### config.mk
export PLATFORM = sky130hd
export DESIGN_NAME = branch_predict_ctrl
export DESIGN_NICKNAME = d
export VERILOG_FILES = /design/src/rtl/branch_predict_ctrl.sv
export SDC_FILE = /design/constraint.sdc
export NUM_CORES = 1
export LEC_CHECK = 0
export ABC_AREA = 1
export CAP_MARGIN = 10
export CELL_PAD_IN_SITES_DETAIL_PLACEMENT = 1
export CELL_PAD_IN_SITES_GLOBAL_PLACEMENT = 1
export CORE_UTILIZATION = 28
export CTS_CLUSTER_DIAMETER = 100
export DETAILED_ROUTE_END_ITERATION = 7
export PLACE_DENSITY_LB_ADDON = 0.25
export SETUP_SLACK_MARGIN = 0.1
export SYNTH_ARGS = -nofsm -noshare
export SYNTH_HDL_FRONTEND = slang
export SYNTH_SLANG_ARGS = --single-unit
### constraint.sdc
create_clock -name CLK -period 2.2 [get_ports CLK]
set_clock_uncertainty 0.2 [all_clocks]
set_input_delay 0.44 -clock CLK [delete_from_list [all_inputs] [get_ports CLK]]
set_output_delay 0.44 -clock CLK [all_outputs]
set_load 0.05 [all_outputs]
### src/rtl/branch_predict_ctrl.sv
// Branch predictor controller: clears the predictor tables after reset,
// then resolves carried predictions in Execute and drives updates/redirects.
module branch_predict_ctrl #(
    parameter int ADDR_WIDTH = 6,
    parameter int CNT_WIDTH  = 16
) (
    input  logic                  CLK,
    input  logic                  RESETn,
    input  logic                  PredEn,
    input  logic                  BranchE,
    input  logic                  StallE,
    input  logic [31:0]           PCE,
    input  logic                  PCSrcE,
    input  logic [31:0]           ALUResultE,
    input  logic                  PrPCSrcE,
    input  logic [31:0]           PrALUResultE,
    input  logic                  PrPCSrcF_in,
    output logic                  PrPCSrcF,
    output logic                  ClrEn,
    output logic [ADDR_WIDTH-1:0] ClrIdx,
    output logic                  InitBusy,
    output logic                  Branch_mispredict,
    output logic                  BTA_mispredict,
    output logic                  Redirect,
    output logic [31:0]           RedirectPC,
    output logic                  FlushD,
    output logic                  FlushE,
    output logic [CNT_WIDTH-1:0]  BranchCnt,
    output logic [CNT_WIDTH-1:0]  MissCnt
);

    typedef enum logic {
        INIT = 1'b0,
        RUN  = 1'b1
    } state_t;

    localparam logic [ADDR_WIDTH-1:0] IDX_LAST = {ADDR_WIDTH{1'b1}};
    localparam logic [CNT_WIDTH-1:0]  CNT_MAX  = {CNT_WIDTH{1'b1}};

    state_t                state;
    state_t                state_nxt;
    logic [ADDR_WIDTH-1:0] idx;
    logic [ADDR_WIDTH-1:0] idx_nxt;
    logic                  resolved;
    logic                  run;
    logic                  eligible;
    logic                  tgt_diff;
    logic                  dir_miss;
    logic                  tgt_miss;
    logic                  any_miss;

    // State and sweep-index register
    always_ff @(posedge CLK or negedge RESETn) begin
        if (!RESETn) begin
            state <= INIT;
            idx   <= '0;
        end else begin
            state <= state_nxt;
            idx   <= idx_nxt;
        end
    end

    // Sweep every table index once, then stay in RUN until reset
    always_comb begin
        state_nxt = state;
        idx_nxt   = idx;
        ClrEn     = 1'b0;
        InitBusy  = 1'b0;
        unique case (state)
            INIT: begin
                ClrEn    = 1'b1;
                InitBusy = 1'b1;
                if (idx == IDX_LAST) begin
                    state_nxt = RUN;
                end else begin
                    idx_nxt = idx + 1'b1;
                end
            end
            RUN: begin
                state_nxt = RUN;
            end
        endcase
    end

    assign ClrIdx = idx;

    // Resolution: compare the carried prediction with the real outcome
    always_comb begin
        run      = (state == RUN);
        eligible = run & BranchE & ~resolved;
        tgt_diff = (PrALUResultE != ALUResultE);
        dir_miss = eligible & (PrPCSrcE != PCSrcE);
        tgt_miss = eligible & PCSrcE & PrPCSrcE & tgt_diff;
        any_miss = dir_miss | tgt_miss;
    end

    assign Branch_mispredict = dir_miss;
    assign BTA_mispredict    = eligible & PCSrcE & tgt_diff;
    assign Redirect          = any_miss;
    assign FlushD            = any_miss;
    assign FlushE            = any_miss;

    // Corrected fetch address; held at zero while the tables are swept
    always_comb begin
        RedirectPC = 32'd0;
        if (run) begin
            RedirectPC = PCSrcE ? ALUResultE : (PCE + 32'd4);
        end
    end

    assign PrPCSrcF = PrPCSrcF_in & PredEn & ~InitBusy;

    // A branch held in Execute resolves only on its first cycle there
    always_ff @(posedge CLK or negedge RESETn) begin
        if (!RESETn) begin
            resolved <= 1'b0;
        end else if (!StallE) begin
            resolved <= 1'b0;
        end else if (eligible) begin
            resolved <= 1'b1;
        end
    end

    // Saturating statistics counters
    always_ff @(posedge CLK or negedge RESETn) begin
        if (!RESETn) begin
            BranchCnt <= '0;
            MissCnt   <= '0;
        end else begin
            if (eligible && BranchCnt != CNT_MAX) begin
                BranchCnt <= BranchCnt + 1'b1;
            end
            if (any_miss && MissCnt != CNT_MAX) begin
                MissCnt <= MissCnt + 1'b1;
            end
        end
    end

endmodule

==> impl_metrics.csv <==
group,metric,value,unit
outcome,status,"finished, violations left",
outcome,violations,"setup timing",
setup_path,cp.required,1560,ps
detailed_routing,via_per_inst,4.88,
pwr,peakVddDrop,0.575,mV
cts,hold_buffers,0,
finish,utilization,0.592,
finish,area_growth,104,%
synthesis,synth_area_leaders,"dfrtp_1 (26%), nand2_1 (15%), inv_1 (9.1%), nor2_1 (8.6%), xnor2_1 (8.1%)",
placement,port_buffers,181,
setup_path,crit_fanout,4,
worst_hold_path,hold_path.class,"in2async",
synthesis,synth_nets,721,
grt,grt_max_degree,41,
synthesis,synth-xor-area-share,0.162,
timing,fmax,374,MHz
timing,setup_viol_count_final,30,
finish,drive_above_1_share,0.527,
timing,fin_crit_sh,1.22,
cts,cts_buffer_depth,2,
detailed_routing,ant_nets,0,
cts,cts_tree,"done",
detailed_routing,dr.pass1.iters,4,
grt,grt-ovfl-total,0,
timing,fin_ws,-474,ps
grt,grt_pass1_wl,30.2,mm
pwr,p_leak,4.06,nW
grt,busiest_layer,"met2",
grt,grt_use_met2,0.543,
synthesis,syn_area,3880,sq um
grt,grt_usage,0.269,
synthesis,synth_enable_flop_cells,0,
placement,hpwlAfterDp,13.4,mm
synthesis,synth.top_cell.area_share,0.258,
synthesis,async_reset_ff_frac,1.00,
synthesis,yosys.area.top_type,"dfrtp_1",
synthesis,synth_compound_area_frac,0.0606,
detailed_routing,drtIter0Drc,159,
detailed_routing,wire_per_inst,18.7,microns
synthesis,synth_cells,613,
timing,hold_viol,0,
setup_path,end_kind,"primary output",
timing,min_period,2670,ps
grt,grt.met3_usage,0.0352,
finish,diodes,0,
cts,clock_latency,280,ps
flow_run,cap_violations,0,
synthesis,ys_seq_elements,40,
finish,layout.nets,1035,
timing,slew_headroom,0.644,
synthesis,synth_commonest_cells,"nand2_1 (155), inv_1 (94), nor2_1 (89)",
die,io_pins,182,
cts,numCtsBuffers,5,
timing,rsz0062_at_grt,"yes",
die,die_area,14300,sq um
synthesis,yosysSeqAreaShare,0.258,
placement,gp_congestion,0.871,
setup_path,critPathArrivalTime,2030,ps
die,die_h,120,microns
synthesis,synthMuxAreaShare,0.00290,
die,die_w,120,microns
pwr,total_power,2.12,mW
cts,cts-root-buf,"clkbuf_16",
die,floorplan.initialDensity,0.290,
finish,fillers,1630,
detailed_routing,routed_wl,20.7,mm
synthesis,ys_warn_count,0,
cts,cts-htree-levels,2,
synthesis,synthAdderAreaFrac,0.0129,
die,core_area,13400,sq um
synthesis,yosys_most_used_dff,"dfrtp_1",
synthesis,synth.avg_cell_area,6.33,sq um
die,rows,42,
setup_path,cp-start-kind,"primary input",
detailed_routing,drc,0,
timing,whs,13.5,ps
timing,tightest_slew,534,ps
detailed_routing,vias,5390,
cts,clock-sinks,40,
synthesis,synth_cell_types,33,
setup_path,crit_type,"in2out",
grt,antenna_found_initial,0,
cts,clk_pin_slew,60,ps
synthesis,synthSimpleGateAreaFrac,0.386,
pwr,power_density,267,nW/um^2
grt,use_met1,0.274,
timing,slew_violations,0,
grt,grt_pass1_vias,5939,
synthesis,synth_most_common_cell,"nand2_1",
synthesis,synth_top_family_by_area,"simple AND/OR/NAND/NOR gates",
## area by class of cell
class	count	area [sq um]	area share
well taps	176	220	0.0278
flip-flops and latches	40	1010	0.127
repair buffers	324	3080	0.388
inverters	96	378	0.0477
multi-input cells	460	3100	0.391
clock buffers	8	146	0.0185
## critical path: stages
cell	delay, ps
clkdlybuf4s15_1	260
nand2_1	120
nor2_1	260
nand2_4	110
nor2_4	170
nand2_2	90
xor2_1	160
o21ai_1	200
inv_2	70
buf_12	150
## repair_timing
action,CTS,global route
resized for setup,348,196
pin swaps,89,90
buffers inserted,27,11
endpoints found under the setup margin,57,62
gates cloned,2,0
## layout by cell type (no fill, tap or decap), types with 30 or more instances in the layout
cell type  Yosys  routed
inv_2          2      31
buf_4          4     147
buf_12         0      46
xor2_1        36      31
nand2_2        2      43
dfrtp_1       40      36
nand2_1      155     107
inv_1         94      60
buf_2          5      38
clkbuf_2       0      32
nor2_1        89      70
nand3_1       45      30
## through the flow
step                      cells  instance area, sq um  TNS (ps)  setup WS [ps]
after floorplan             613                  3980      -239          -89.2
after global placement     1058                  7040    -32470           -801
after detailed placement   1058                  7040    -35040           -904
after CTS                  1095                  7600     -6730           -352
after global routing       1104                  7930    -10420           -522
final                      1104                  7930     -8400           -474
## kinds of logic (layout without fill, tap and decap cells)
group	Yosys count	in the layout
multiplexers	1	1
buffers and inverters	113	428
AO/OA/AOI/OAI	44	44
AND/OR/NAND/NOR	339	339
XOR/XNOR	72	72
flip-flops	40	40
adder cells (fa/ha/maj)	4	4
## report_power, final
| group | switching (mW) | total (mW) | internal, mW |
|---|---|---|---|
| registers | 0.00000000000000000983 | 0.736 | 0.736 |
| clock network | 0.281 | 0.734 | 0.452 |
| logic | 0.317 | 0.648 | 0.332 |
## flip-flops by register name, summed over array words and instances, names as in the netlist
name and flops:
BranchCnt 16, MissCnt 16, ClrIdx 6, resolved 1, run 1
## metal layers
layer | share of wire | routed length, microns
met2 | 0.56 | 11500
met1 | 0.37 | 7640
met3 | 0.037 | 775
met4 | 0.036 | 738
met5 | 0 | 0
## worst paths after layout
path / from / to / slack (ps) / cells past startpoint
hold / removal: RESETn / MissCnt[11] / 10 / 2
hold reg to reg: BranchCnt[15] / BranchCnt[15] / 300 / 1
max in group asynchronous: RESETn / run / 1390 / 2
setup / recovery: PCE[14] / RedirectPC[24] / -470 / 10
setup reg to reg: MissCnt[3] / MissCnt[4] / 230 / 8
min in group CLK: BranchCnt[15] / BranchCnt[15] / 300 / 1
(Power assumes the default switching activity.)
